$ cat config.mk
export PLATFORM = sky130hd
export DESIGN_NAME = mem_ctrl
export DESIGN_NICKNAME = d
export VERILOG_FILES = /design/src/rtl/mem_ctrl_pkg.sv /design/src/rtl/mem_copy_seq.sv /design/src/rtl/mem_ctrl.sv
export SDC_FILE = /design/constraint.sdc
export NUM_CORES = 1
export LEC_CHECK = 0
export CORE_AREA = 2 2 65 73
export CTS_BUF_LIST = sky130_fd_sc_hd__clkbuf_8
export DETAILED_ROUTE_END_ITERATION = 10
export DIE_AREA = 0 0 67 75
export PLACE_DENSITY = 0.87
export SLEW_MARGIN = 20
export SYNTH_ARGS = -nofsm -noshare
export SYNTH_HDL_FRONTEND = slang
export SYNTH_HIERARCHICAL = 1
export SYNTH_SLANG_ARGS = --single-unit
$ cat constraint.sdc
create_clock -name clk -period 3.3 [get_ports clk]
set_clock_uncertainty 0.05 [all_clocks]
set_input_delay 0.825 -clock clk [delete_from_list [all_inputs] [get_ports clk]]
set_output_delay 0.825 -clock clk [all_outputs]
set_load 0.02 [all_outputs]
$ cat src/rtl/mem_ctrl_pkg.sv
// mem_ctrl_pkg: state encoding and default widths for mem_ctrl.
// Copy states exist only when MEM_CTRL_COPY_EN is defined.
package mem_ctrl_pkg;

  localparam int DATA_WIDTH_DEF = 16;
  localparam int ADDR_WIDTH_DEF = 10;

  typedef enum logic [2:0] {
    ST_IDLE,
    ST_RD,
    ST_RSP,
    ST_WR
`ifdef MEM_CTRL_COPY_EN
    ,
    ST_CP_RD,
    ST_CP_WR
`endif
  } state_t;

endpackage

$ cat src/rtl/mem_copy_seq.sv
// mem_copy_seq: word counter and src/dst address generator for the
// block-copy engine of mem_ctrl (built only with MEM_CTRL_COPY_EN).
module mem_copy_seq
  import mem_ctrl_pkg::*;
#(
  parameter int ADDR_WIDTH = ADDR_WIDTH_DEF
) (
  input  logic                  clk,
  input  logic                  rst_n,
  input  logic                  load,
  input  logic                  step,
  input  logic [ADDR_WIDTH-1:0] src,
  input  logic [ADDR_WIDTH-1:0] dst,
  input  logic [ADDR_WIDTH-1:0] len,
  output logic [ADDR_WIDTH-1:0] rd_next,
  output logic [ADDR_WIDTH-1:0] wr_addr,
  output logic                  last
);

  localparam logic [ADDR_WIDTH-1:0] ONE =
    {{(ADDR_WIDTH-1){1'b0}}, 1'b1};

  logic [ADDR_WIDTH-1:0] src_q;
  logic [ADDR_WIDTH-1:0] dst_q;
  logic [ADDR_WIDTH-1:0] len_q;
  logic [ADDR_WIDTH-1:0] idx;

  always_ff @(posedge clk or negedge rst_n) begin
    if (!rst_n) begin
      src_q <= '0;
      dst_q <= '0;
      len_q <= '0;
      idx   <= '0;
    end else if (load) begin
      src_q <= src;
      dst_q <= dst;
      len_q <= len;
      idx   <= '0;
    end else if (step) begin
      idx <= idx + ONE;
    end
  end

  // Sums wrap naturally at ADDR_WIDTH bits.
  assign rd_next = src_q + idx + ONE;
  assign wr_addr = dst_q + idx;
  assign last    = (idx == len_q - ONE);

endmodule

$ cat src/rtl/mem_ctrl.sv
// mem_ctrl: single-port memory controller with load/store handshake.
// Define MEM_CTRL_COPY_EN to add the block-copy engine.
module mem_ctrl
  import mem_ctrl_pkg::*;
#(
  parameter int DATA_WIDTH = DATA_WIDTH_DEF,
  parameter int ADDR_WIDTH = ADDR_WIDTH_DEF
) (
  input  logic                  clk,
  input  logic                  rst_n,
  input  logic                  req_valid,
  output logic                  req_ready,
  input  logic                  req_write,
  input  logic [ADDR_WIDTH-1:0] req_addr,
  input  logic [DATA_WIDTH-1:0] req_wdata,
  output logic                  rsp_valid,
  input  logic                  rsp_ready,
  output logic [DATA_WIDTH-1:0] rsp_rdata,
  output logic [ADDR_WIDTH-1:0] mem_addr,
  output logic [DATA_WIDTH-1:0] mem_data,
  output logic                  mem_write,
  input  logic [DATA_WIDTH-1:0] mem_out,
`ifdef MEM_CTRL_COPY_EN
  input  logic                  copy_start,
  input  logic [ADDR_WIDTH-1:0] copy_src,
  input  logic [ADDR_WIDTH-1:0] copy_dst,
  input  logic [ADDR_WIDTH-1:0] copy_len,
  output logic                  copy_done,
`endif
  output logic                  busy
);

  state_t state;
  state_t state_d;

  logic [ADDR_WIDTH-1:0] addr_d;
  logic [DATA_WIDTH-1:0] data_d;
  logic [DATA_WIDTH-1:0] rdata_d;
  logic                  write_d;
  logic                  rvalid_d;

`ifdef MEM_CTRL_COPY_EN
  logic                  done_d;
  logic                  cp_load;
  logic                  cp_step;
  logic                  cp_last;
  logic [ADDR_WIDTH-1:0] cp_rd_next;
  logic [ADDR_WIDTH-1:0] cp_wr_addr;

  mem_copy_seq #(
    .ADDR_WIDTH(ADDR_WIDTH)
  ) u_seq (
    .clk     (clk),
    .rst_n   (rst_n),
    .load    (cp_load),
    .step    (cp_step),
    .src     (copy_src),
    .dst     (copy_dst),
    .len     (copy_len),
    .rd_next (cp_rd_next),
    .wr_addr (cp_wr_addr),
    .last    (cp_last)
  );

  assign req_ready = (state == ST_IDLE) && !copy_start;
`else
  assign req_ready = (state == ST_IDLE);
`endif

  assign busy = (state != ST_IDLE);

  always_comb begin
    state_d  = state;
    addr_d   = mem_addr;
    data_d   = mem_data;
    write_d  = 1'b0;
    rvalid_d = rsp_valid;
    rdata_d  = rsp_rdata;
`ifdef MEM_CTRL_COPY_EN
    done_d   = 1'b0;
    cp_load  = 1'b0;
    cp_step  = 1'b0;
`endif
    unique case (state)
      ST_IDLE: begin
`ifdef MEM_CTRL_COPY_EN
        if (copy_start) begin
          if (copy_len == '0) begin
            done_d = 1'b1;
          end else begin
            cp_load = 1'b1;
            addr_d  = copy_src;
            state_d = ST_CP_RD;
          end
        end else
`endif
        if (req_valid) begin
          addr_d = req_addr;
          if (req_write) begin
            data_d  = req_wdata;
            write_d = 1'b1;
            state_d = ST_WR;
          end else begin
            state_d = ST_RD;
          end
        end
      end
      // Memory latched the address on the falling edge; word is valid now.
      ST_RD: begin
        rvalid_d = 1'b1;
        rdata_d  = mem_out;
        state_d  = ST_RSP;
      end
      ST_RSP: begin
        if (rsp_ready) begin
          rvalid_d = 1'b0;
          state_d  = ST_IDLE;
        end
      end
      ST_WR: begin
        state_d = ST_IDLE;
      end
`ifdef MEM_CTRL_COPY_EN
      ST_CP_RD: begin
        addr_d  = cp_wr_addr;
        data_d  = mem_out;
        write_d = 1'b1;
        state_d = ST_CP_WR;
      end
      ST_CP_WR: begin
        cp_step = 1'b1;
        if (cp_last) begin
          done_d  = 1'b1;
          state_d = ST_IDLE;
        end else begin
          addr_d  = cp_rd_next;
          state_d = ST_CP_RD;
        end
      end
`endif
      default: begin
        state_d = ST_IDLE;
      end
    endcase
  end

  always_ff @(posedge clk or negedge rst_n) begin
    if (!rst_n) begin
      state     <= ST_IDLE;
      mem_addr  <= '0;
      mem_data  <= '0;
      mem_write <= 1'b0;
      rsp_valid <= 1'b0;
      rsp_rdata <= '0;
`ifdef MEM_CTRL_COPY_EN
      copy_done <= 1'b0;
`endif
    end else begin
      state     <= state_d;
      mem_addr  <= addr_d;
      mem_data  <= data_d;
      mem_write <= write_d;
      rsp_valid <= rvalid_d;
      rsp_rdata <= rdata_d;
`ifdef MEM_CTRL_COPY_EN
      copy_done <= done_d;
`endif
    end
  end

endmodule
==> metrics.csv <==
stage,metric,value,unit
worst_setup_path,CP Capture Type,output port,
drt,DRT Pass-1 Iters,4,
finish,Layout Cell Area excl Fill,2820,sq um
drt,post-DR vias/cell,4.66,
worst_setup_path,Startpoint Class,register,
clock_tree,TritonCTS clock tree,done,
worst_setup_path,"Req. time, crit path",2420,ps
finish,Syn-to-layout area delta,58.7,%
placement,GP Congestion,0.748,
run,max cap viols,0,
floorplan,DIE WIDTH,67,um
timing,Max Freq,399,MHz
yosys,compound-cell area share of the yosys netlist,1.62,%
floorplan,Die H,75,um
placement,Port-buffer cells,92,
yosys,Yosys reg bits,46,
power_and_ir_drop,P per Cell Area,981,nW/um^2
drt,WL/cell,14.8,um
finish,number of inserted diodes,0,
global_route,antenna violations before repair,0,
global_route,total gr overflow,0,
clock_tree,Sink Count,46,
timing,Tmin final,2510,ps
timing,Tightest Pin Transition,734,ps
global_route,first-pass GRT wire length,6070,um
worst_setup_path,R2R depth,2,
worst_setup_path,FF-to-FF Start,state[1]$_DFFE_PN0P_,
yosys,ys async rst share,100,%
power_and_ir_drop,total power,2.77,mW
yosys,Synth Area in XOR/XNOR,0,%
clock_tree,CTS resizes,0,
drt,DRT iter0 DRCs,34,
power_and_ir_drop,maximum VDD drop,489,uV
drt,via count,1183,
worst_setup_path,Worst Path Max Fanout,7,
floorplan,core footprint,4250,sq um
clock_tree,Num CTS Buffers,5,
clock_tree,root buffer cell,clkbuf_8,
clock_tree,worst-case clock buffer depth,2,
yosys,simple-gate share of the synthesized area,1.76,%
yosys,largest area contributor in the synthesized netlist,dfrtp_1,
timing,worst setup margin,791,ps
power_and_ir_drop,P_leak,1.18,nW
timing,setup TNS,0,ps
yosys,number of enable flip-flop cells after synthesis,0,
placement,pre-CTS setup slack,828,ps
clock_tree,H-tree depth,2,
yosys,most frequent cells after synthesis,"dfrtp_1, mux2_2, mux2_4",
yosys,"count leader, synth",dfrtp_1,
yosys,Synth Area in Adders,0,%
timing,fin crit share,76.0,%
worst_setup_path,Reg-to-Reg End,rsp_rdata[4]$_DFFE_PN0N_,
run_status,status,finished clean,
yosys,Synth Instances,104,
worst_setup_path,CP Class,register to output port,
global_route,largest net degree at the start of global routing,47,
global_route,Total GRT Usage,16.7,%
yosys,Syn Nets,151,
floorplan,die footprint,5030,sq um
drt,final routed DRC violation total,0,
floorplan,Initial Util,41.8,%
yosys,synth warn,6,
hold_path,Hold Crit Depth,1,
worst_setup_path,internal reg-to-reg setup slack,1590,ps
hold_path,worst hold endpoint,rsp_rdata[11]$_DFFE_PN0N_,
worst_setup_path,slowest cell delay on critical path,640,ps
worst_setup_path,CP arrival,1630,ps
timing,Max Slew Vio Count,0,
drt,Final ANT Viol Nets,0,
finish,Post-Layout Cell Count,254,
yosys,Post-Syn Area,1780,sq um
timing,Max transition margin,51.1,%
timing,Final Hold Vio Count,0,
yosys,proportion of synthesized area in mux cells,28.5,%
timing,RSZ-0062 raised after global routing,false,
yosys,Syn Area/Cell,17.1,sq um
yosys,Synth top area share,64.8,%
placement,HPWL Detailed,2790,um
clock_tree,Clock transition at path regs,80,ps
global_route,vias in the first global route,1235,
placement,dpl cells,247,
finish,fin util,66.3,%
placement,placed instance area,2740,sq um
yosys,synth top area cells,"dfrtp_1, mux2_2, mux2_4, buf_12, buf_4",
timing,count of endpoints failing setup in the final report,0,
timing,Hold WS,457,ps
drt,Routed WL,3750,um
worst_setup_path,CP Cell Sequence,nor2_1 -> clkdlybuf4s50_1,
yosys,library cells used by synthesis,17,
hold_path,Hold Crit Start,rsp_rdata[11]$_DFFE_PN0N_,
floorplan,std cell rows,25,
finish,fraction of layout cells with a size suffix above 1,26.5,%
clock_tree,"Setup Fix Bufs, Post-CTS",0,
clock_tree,Skew-Pair Late Insertion Delay,290,ps
yosys,main combinational cell family by area after synthesis,multiplexers,
clock_tree,hold-fix buffer count after cts,0,
yosys,main flop type after synthesis,dfrtp_1,
hold_path,HP Class,register to register,
yosys,"Seq/Total Area, Yosys",64.8,%
finish,final net count,247,
floorplan,num ports,93,
worst_setup_path,Worst path slowest cell,clkdlybuf4s50_1,
cell usage in the layout (no fill, tap or decap), drive strengths merged, types with 2 or more instances in the layout:
cell | netlist | routed
buf | 5 | 3
clkbuf | 0 | 5
clkdlybuf4s50 | 0 | 91
clkinv | 0 | 2
dfrtp | 46 | 46
inv | 2 | 2
mux2 | 42 | 42
how the worst max path moves through the flow:
stage	from	cells past startpoint	end
2_1_floorplan	req_write	4	mem_data[10]$_DFFE_PN0P_
4_1_cts	state[1]$_DFFE_PN0P_	2	req_ready
5_1_grt	state[1]$_DFFE_PN0P_	2	req_ready
3_5_place_dp	req_valid	4	mem_addr[3]$_DFFE_PN0P_
6_report	state[1]$_DFFE_PN0P_	2	req_ready
3_3_place_gp	req_write	4	mem_data[5]$_DFFE_PN0P_
registers in the layout, indices dropped and copies added (netlist names):
register	cells
mem_data	16
mem_write	1
mem_addr	10
rsp_rdata	16
state	2
rsp_valid	1
logic make-up (layout without fill, tap and decap cells):
family,Yosys count,in the layout
buffers and inverters,7,103
muxes,42,42
and+or+nand+nor,5,5
AOI/OAI and AO/OA,4,4
DFF,46,46
where the power goes:
group	switching (mW)	total, mW	internal (mW)	leakage [nW]
clock network	0.176	0.319	0.142	0.0438
logic	0.628	1.45	0.819	0.595
registers	0.155	1.00	0.846	0.545
critical path: cells and delay by family, from the launching register on:
kind,cells,cell delay (ps)
simple gates,1,220
flops,1,480
buf+inv,1,640
per-layer routing:
metal / part of all wire (%) / GRT usage, % / vias to the layer above
met2: 52 / 28.4 / 52
li1: - / - / 550
met1: 37 / 18.7 / 573
met5: 0 / 0 / -
met3: 8.4 / 6.28 / 8
met4: 2.1 / 7.48 / 0
final cells by class:
type	count	area (sq um)
fillers	327	1430
multi-input cells	51	582
clock buffers	5	68.8
flip-flops and latches	46	1150
repair buffers	94	933
well taps	54	67.6
inverters	2	7.51
clock inverters	2	10.0
Power figures use the tool's default switching activity.
